[src/rtl/i2c_target.sv]
// I2C target responder: oversampled SCL/SDA, START/STOP detection, 7-bit address match,
// and a byte register file with an auto-incrementing, wrapping pointer.
// SDA is open-drain: sda_oe=1 pulls the line low.
module i2c_target #(
  parameter logic [6:0]  DEV_ADDR = 7'h50,
  parameter int unsigned DEPTH    = 16,
  parameter int unsigned PTR_W    = $clog2(DEPTH)
) (
  input  logic             clk,
  input  logic             rst,
  input  logic             scl_in,
  input  logic             sda_in,
  output logic             sda_oe,
  output logic             wr_strobe,
  output logic [PTR_W-1:0] wr_ptr,
  output logic [7:0]       wr_byte,
  output logic             busy
);

  typedef enum logic [3:0] {
    StIdle, StDevAddr, StAckAddr, StRegPtr, StAckPtr, StWrData, StAckWr, StRdData, StRdAck
  } state_e;

  logic scl_s1_q, scl_s2_q, scl_h_q;
  logic sda_s1_q, sda_s2_q, sda_h_q;

  state_e           state_q;
  logic [3:0]       cnt_q;
  logic [7:0]       sh_q;
  logic             rw_q;
  logic [PTR_W-1:0] ptr_q;
  logic [7:0]       regs_q [DEPTH];
  logic             sda_oe_q, wr_strobe_q, busy_q;
  logic [PTR_W-1:0] wr_ptr_q;
  logic [7:0]       wr_byte_q;

  logic scl_hi, scl_rise, scl_fall, start_det, stop_det;
  logic [7:0] rd_byte;

  // Two-flop synchronizers plus one history flop for edge detection.
  always_ff @(posedge clk) begin
    if (rst) begin
      scl_s1_q <= 1'b0;
      scl_s2_q <= 1'b0;
      scl_h_q  <= 1'b0;
      sda_s1_q <= 1'b0;
      sda_s2_q <= 1'b0;
      sda_h_q  <= 1'b0;
    end else begin
      scl_s1_q <= scl_in;
      scl_s2_q <= scl_s1_q;
      scl_h_q  <= scl_s2_q;
      sda_s1_q <= sda_in;
      sda_s2_q <= sda_s1_q;
      sda_h_q  <= sda_s2_q;
    end
  end

  // Bus events derived from the synchronized samples and their history.
  always_comb begin
    scl_hi    = scl_s2_q & scl_h_q;
    scl_rise  = scl_s2_q & ~scl_h_q;
    scl_fall  = ~scl_s2_q & scl_h_q;
    start_det = scl_hi & sda_h_q & ~sda_s2_q;
    stop_det  = scl_hi & ~sda_h_q & sda_s2_q;
    rd_byte   = regs_q[ptr_q];
  end

  // Protocol state machine; all outputs registered here.
  always_ff @(posedge clk) begin
    if (rst) begin
      state_q     <= StIdle;
      cnt_q       <= '0;
      sh_q        <= '0;
      rw_q        <= 1'b0;
      ptr_q       <= '0;
      regs_q      <= '{default: '0};
      sda_oe_q    <= 1'b0;
      wr_strobe_q <= 1'b0;
      wr_ptr_q    <= '0;
      wr_byte_q   <= '0;
      busy_q      <= 1'b0;
    end else begin
      wr_strobe_q <= 1'b0;
      if (start_det) begin
        // Also a repeated START: any partial byte is dropped.
        state_q  <= StDevAddr;
        cnt_q    <= '0;
        sda_oe_q <= 1'b0;
      end else if (stop_det) begin
        state_q  <= StIdle;
        sda_oe_q <= 1'b0;
        busy_q   <= 1'b0;
      end else begin
        unique case (state_q)
          StIdle: ;
          StDevAddr, StRegPtr, StWrData: begin
            if (scl_rise) begin
              sh_q  <= {sh_q[6:0], sda_s2_q};
              cnt_q <= cnt_q + 4'd1;
            end else if (scl_fall && cnt_q == 4'd8) begin
              cnt_q <= '0;
              if (state_q == StDevAddr) begin
                if (sh_q[7:1] == DEV_ADDR) begin
                  sda_oe_q <= 1'b1;
                  busy_q   <= 1'b1;
                  rw_q     <= sh_q[0];
                  state_q  <= StAckAddr;
                end else begin
                  busy_q  <= 1'b0;
                  state_q <= StIdle;
                end
              end else if (state_q == StRegPtr) begin
                ptr_q    <= sh_q[PTR_W-1:0];
                sda_oe_q <= 1'b1;
                state_q  <= StAckPtr;
              end else begin
                regs_q[ptr_q] <= sh_q;
                wr_strobe_q   <= 1'b1;
                wr_ptr_q      <= ptr_q;
                wr_byte_q     <= sh_q;
                sda_oe_q      <= 1'b1;
                ptr_q         <= ptr_q + 1'b1;
                state_q       <= StAckWr;
              end
            end
          end
          StAckAddr: begin
            if (scl_fall) begin
              if (rw_q) begin
                // MSB goes out now; cnt_q counts bits already placed on the bus.
                sh_q     <= {rd_byte[6:0], 1'b0};
                sda_oe_q <= ~rd_byte[7];
                cnt_q    <= 4'd1;
                state_q  <= StRdData;
              end else begin
                sda_oe_q <= 1'b0;
                cnt_q    <= '0;
                state_q  <= StRegPtr;
              end
            end
          end
          StAckPtr, StAckWr: begin
            if (scl_fall) begin
              sda_oe_q <= 1'b0;
              cnt_q    <= '0;
              state_q  <= StWrData;
            end
          end
          StRdData: begin
            if (scl_fall) begin
              if (cnt_q == 4'd8) begin
                sda_oe_q <= 1'b0;
                ptr_q    <= ptr_q + 1'b1;
                state_q  <= StRdAck;
              end else begin
                sda_oe_q <= ~sh_q[7];
                sh_q     <= {sh_q[6:0], 1'b0};
                cnt_q    <= cnt_q + 4'd1;
              end
            end
          end
          StRdAck: begin
            if (scl_rise) begin
              if (sda_s2_q) begin
                busy_q  <= 1'b0;
                state_q <= StIdle;
              end
            end else if (scl_fall) begin
              sh_q     <= {rd_byte[6:0], 1'b0};
              sda_oe_q <= ~rd_byte[7];
              cnt_q    <= 4'd1;
              state_q  <= StRdData;
            end
          end
          default: state_q <= StIdle;
        endcase
      end
    end
  end

  assign sda_oe    = sda_oe_q;
  assign wr_strobe = wr_strobe_q;
  assign wr_ptr    = wr_ptr_q;
  assign wr_byte   = wr_byte_q;
  assign busy      = busy_q;

endmodule

[config.mk]
export PLATFORM = sky130hd
export DESIGN_NAME = i2c_target
export DESIGN_NICKNAME = d
export VERILOG_FILES = /design/src/rtl/i2c_target.sv
export SDC_FILE = /design/constraint.sdc
export NUM_CORES = 1
export LEC_CHECK = 0
export ABC_AREA = 1
export CAP_MARGIN = 20
export CORE_MARGIN = 2
export CORE_UTILIZATION = 60
export CTS_CLUSTER_DIAMETER = 150
export DETAILED_ROUTE_END_ITERATION = 10
export PLACE_DENSITY = 0.77
export SKIP_CTS_REPAIR_TIMING = 1
export SLEW_MARGIN = 20
export SYNTH_ARGS = -nofsm -noshare
export SYNTH_HDL_FRONTEND = slang
export SYNTH_SLANG_ARGS = --single-unit
[constraint.sdc]
create_clock -name clk -period 2.8 [get_ports clk]
set_input_delay 0.28 -clock clk [delete_from_list [all_inputs] [get_ports clk]]
set_output_delay 0.28 -clock clk [all_outputs]
set_load 0.02 [all_outputs]
Word level (Yosys, flattened, before mapping)
Cells that the tools add are included.
{"block": "word_totals", "register_bits": 170, "input_bits": 4, "elab_cells": 188, "output_inout_bits": 15}
{"block": "classes", "bitwise_logic": 22, "n_reduce_logical": 21, "magnitude_cmp": 2, "muxes": 68, "n_eq_ne": 40, "add_sub_neg": 2}
{"operator": "$bwmux 128", "count": 1}
{"operator": "$mux 4", "count": 24}
{"operator": "$mux 8", "count": 10}
{"operator": "$reduce_and 9->1", "count": 4}
{"operator": "$bmux 8 s4", "count": 1}
{"operator": "$demux 8 s4", "count": 1}
{"operator": "$pmux 8 s4", "count": 1}
{"operator": "$ne 3x3->1 const B", "count": 10}
{"operator": "$ne 2x2->1 const B", "count": 12}
{"operator": "$ne 4x4->1 const B", "count": 6}
{"operator": "$pmux 4 s6", "count": 1}
{"operator": "$mux 1", "count": 22}
{"operator": "$reduce_and 7->1", "count": 3}
{"operator": "$pmux 4 s5", "count": 1}
{"operator": "$eq 4x3->1 const B", "count": 4}
{"operator": "$not 1->1", "count": 14}
{"operator": "$ne 5x5->1 const B", "count": 2}
{"operator": "$reduce_and 10->1", "count": 1}
{"operator": "$add 4x1->4 const B", "count": 2}
{"operator": "$eq 4x2->1 const B", "count": 2}
{"operator": "$eq 4x4->1 const B", "count": 2}
{"operator": "$pmux 4 s2", "count": 1}
{"operator": "$reduce_and 8->1", "count": 1}
{"operator": "$and 1x1->1", "count": 7}
{"operator": "18 further kinds", "count": 22}

Logic depth before layout (Yosys ltp)
{"block": "logic_depth", "depth_word": 8, "ltp_mapped": 12, "depth_no_buf": 12}

Worst setup path before layout
No wires, ideal clock.
{"block": "synth_path", "path_type": "reg-to-reg", "from": "register ptr_q[0]", "to": "register regs_q[63] (netlist bit)", "arrival_time_ns": 1.838, "path_stages_with_launch": 10, "slack_ns": 0.830, "setup_time_ns": 0.132, "n_path_buf": 2, "required_ns": 2.668, "path_cell_list": "dfxtp_1 -> inv_1 -> buf_2 -> clkbuf_1 -> ha_1 -> inv_1 -> nor2_1 -> nand2_2 -> nand2_1 -> a21oi_1"}
{"block": "synth_between", "elab_chain_cells": 6, "word_cells_on_any_way": 7, "cone_classes": "order compare (2); mux (3); bitwise (1); reduce/logical (1)"}
{"item": "start, declared", "line": "31", "source": "logic [PTR_W-1:0] ptr_q;"}
{"item": "start signal, assigned", "line": "114", "source": "ptr_q <= sh_q[PTR_W-1:0];"}
{"item": "start signal, assigned", "line": "123", "source": "ptr_q <= ptr_q + 1'b1;"}
{"item": "start signal, assigned", "line": "154", "source": "ptr_q <= ptr_q + 1'b1;"}
{"item": "$not 4->5 (not written as such) (*)", "line": "118", "source": "regs_q[ptr_q] <= sh_q;"}
{"item": "$ge 5x5->1 (not written as such) / $lt 5x1->1 (equally long branches)", "line": "118"}
{"item": "$logic_and 1x1->1 (not written as such)", "line": "118"}
{"item": "$mux 8 (not written as such)", "line": "118"}
{"item": "$demux 8 s4 (*)", "line": "118"}
{"item": "$bwmux 128 (*)", "line": "118"}
{"item": "end signal, assigned by index", "line": "118"}
{"item": "end, declared", "line": "32", "source": "logic [7:0] regs_q [DEPTH];"}
Every way passes the cells marked *; elsewhere a longest branch is shown, timed or not.
A chain may end at the register's enable or synchronous reset.

Final worst setup path
{"block": "layout_path", "from": "register scl_h_q", "to": "register regs_q[9] (netlist bit)"}
{"block": "layout_between", "elab_chain_cells": 5, "word_cells_on_any_way": 13, "cone_classes": "bitwise (11); reduce/logical (2)"}
{"item": "start, declared", "line": "24", "source": "logic scl_s1_q, scl_s2_q, scl_h_q;"}
{"item": "start signal, assigned", "line": "52", "source": "scl_h_q <= scl_s2_q;"}
{"item": "$and 1x1->1", "line": "61", "source": "scl_hi = scl_s2_q & scl_h_q;"}
{"item": "$and 1x1->1, on equally long branches (2 in a row)", "line": "64, 65"}
{"item": "$not 1->1 (no source line)"}
{"item": "$reduce_and 7->1 (no source line) (*)"}
Marks and branches as above.

==> results.json <==
{
  "fillerInstances": 1262,
  "start_util": 0.608,
  "finalMaxSlewViolations": 0,
  "worst_path_max_delay_cell": "dfxtp_1",
  "layout.cells.most_common": "nand2_1",
  "drv_cap": 0,
  "ys_seq_elements": 170,
  "finalCritPeriodShare": 0.852,
  "final_nets": 1255,
  "path_cells": "inv_1 -> ha_1 -> inv_2 -> nand2_1 -> nor2_2 -> nand2_2 -> nor2_8 -> buf_12 -> nand3_2 -> o21ai_0 -> a21oi_1",
  "holdWs_ns": 0.202,
  "antenna_left": 0,
  "synth_nets": 1267,
  "clock_skew_ns": 0.0111,
  "antenna_cells": 0,
  "final_cell_mix": "nand2_1, dfxtp_1, a21oi_1",
  "root_buffer": "clkbuf_16",
  "core_region_area_mm2": 0.0138,
  "synthXorXnorAreaFrac": 0.00105,
  "cts_htree_levels": 4,
  "cts_buffer_depth": 2,
  "num_vias": 8314,
  "dp_hpwl_mm": 15.0,
  "dr.first_iter.drc_count": 1054,
  "cp-end-kind": "flop",
  "wl_per_cell_um": 16.1,
  "dieArea_mm2": 0.0149,
  "grt_usage": 0.318,
  "seq_area_frac_synth": 0.407,
  "postSynthCellCount": 1254,
  "grt_pass1_vias": 7342,
  "period_needed_ns": 2.38,
  "dpl.cell_count": 1403,
  "pre_cts_ws_ns": 0.481,
  "setup_viol": 0,
  "clock-sinks": 170,
  "arrival_ns": 2.71,
  "p_leak_nw": 3.63,
  "grt-ovfl-total": 0,
  "final_area_mm2": 0.00924,
  "yosys.area_share.adder": 0.0135,
  "pwr_density_cell_mw_per_mm2": 806,
  "numPortBuffers": 18,
  "yosys_warnings": 0,
  "grt_first_pass_wirelength_mm": 37.0,
  "gp_congestion": 0.948,
  "viasPerCell": 5.80,
  "cts_inserted_buffers": 17,
  "final_util": 0.671,
  "power.total_mw": 7.45,
  "synth.mux.area_fraction": 0,
  "timing_hold_violations_final": 0,
  "worst_slack_ns": 0.416,
  "worst_pin_slew_ns": 0.569,
  "place_area_mm2": 0.00867,
  "firstDrtPassIters": 7,
  "rows": 43,
  "remaining_drc_errors": 0,
  "cp.required_ns": 3.13,
  "outcome": "completed",
  "critical_path_peak_fanout": 64,
  "cp-start-kind": "flop",
  "fin_setup_tns_ns": 0,
  "clk_pin_slew_ns": 0.07,
  "synth-compound-area-share": 0.177,
  "rsz0062_at_grt": "false",
  "cts_tree": "built",
  "max_stage_delay_ns": 0.36,
  "instances_no_fill": 1434,
  "peakVddDrop_v": 0.000718,
  "grt_max_degree": 118,
  "maxSlewHeadroom": 0.621,
  "synth_top_family_by_area": "simple AND/OR/NAND/NOR gates",
  "fmax_ghz": 0.419,
  "die_h_um": 122,
  "drive_gt1_frac": 0.0781,
  "wl_mm": 23.1,
  "min_path_type": "input port to flop",
  "synth.avg_cell_area_um2": 6.67,
  "antenna_found_initial": 0,
  "worstSkewPairLatency_ns": 0.44,
  "die-width_um": 122,
  "pin_count": 19,
  "synth_area_mm2": 0.00837,
  "crit_type": "flop to flop",
  "yosys.area_share.simple": 0.326,
  "area_delta_synth_final_pct": 10.5,
  "synthDistinctLibCells": 28
}
[per-layer routing]
metal | routed length (µm) | share of wire | vias to the layer above | track usage
li1 | - | - | 4088 | -
met1 | 10300 | 0.44 | 3842 | 0.431
met2 | 10600 | 0.46 | 328 | 0.492
met3 | 1530 | 0.066 | 56 | 0.0712
met4 | 733 | 0.032 | 0 | 0.127
met5 | 0 | 0 | - | 0
[where the power goes]
part	total, mW	internal (mW)	switching (mW)
Clock	2.34	1.35	0.988
Sequential	2.63	2.51	0.120
Combinational	2.48	0.646	1.83
Total	7.45	4.51	2.94
[area by class of cell]
| class | instances | area [µm²] | area share |
|---|---|---|---|
| clock buffers | 20 | 457 | 0.0494 |
| clock inverters | 11 | 120 | 0.0130 |
| inverters | 81 | 304 | 0.0329 |
| multi-input cells | 930 | 4340 | 0.469 |
| flip-flops and latches | 170 | 3400 | 0.368 |
| well taps | 180 | 225 | 0.0244 |
| repair buffers | 42 | 395 | 0.0428 |
[critical path: cells and delay by family (launching register included)]
kind / cells / cell delay, ns
buffers and inverters: 3 / 0.48
AND/OR/NAND/NOR: 5 / 0.82
AO/OA/AOI/OAI: 2 / 0.33
flip-flops: 1 / 0.36
adder cells (fa/ha/maj): 1 / 0.25
[path summary, 6_finish.rpt]
check	slack, ns	cells past startpoint	end	start
min reg2reg	0.41	2	sda_s2_q	sda_s1_q
max	0.42	11	regs_q[9]	scl_h_q
max reg2reg	0.42	11	regs_q[9]	scl_h_q
min	0.20	4	sda_oe	rst
[sequential cells by signal, indices dropped and copies added, names as in the netlist, 4 cells and up]
register and flops:
regs_q 128, wr_byte 8, ptr_q 4, sh_q 8, cnt_q 4, wr_ptr 4, state_q 4
[cell usage after synthesis, drive strengths merged]
cell,count,area [µm²]
o211ai,38,285
xnor2,1,8.76
nor2,168,704
clkbuf,46,173
a21boi,1,7.51
nor3,1,5.00
nand3b,1,7.51
nand2,330,1260
a21oi,150,751
nor4,1,6.26
dfxtp,170,3400
buf,27,151
nand3,133,691
ha,9,113
clkinv,2,7.51
inv,79,297
a31oi,1,6.26
o21ai,87,435
nand4,9,56.3
[cell families after synthesis]
kind of cell / count (synthesis)
AND/OR/NAND/NOR: 643
AO/OA/AOI/OAI: 277
flip-flops: 170
buffers and inverters: 154
adder cells (fa/ha/maj): 9
XOR/XNOR: 1
Power figures use the tool's default switching activity.
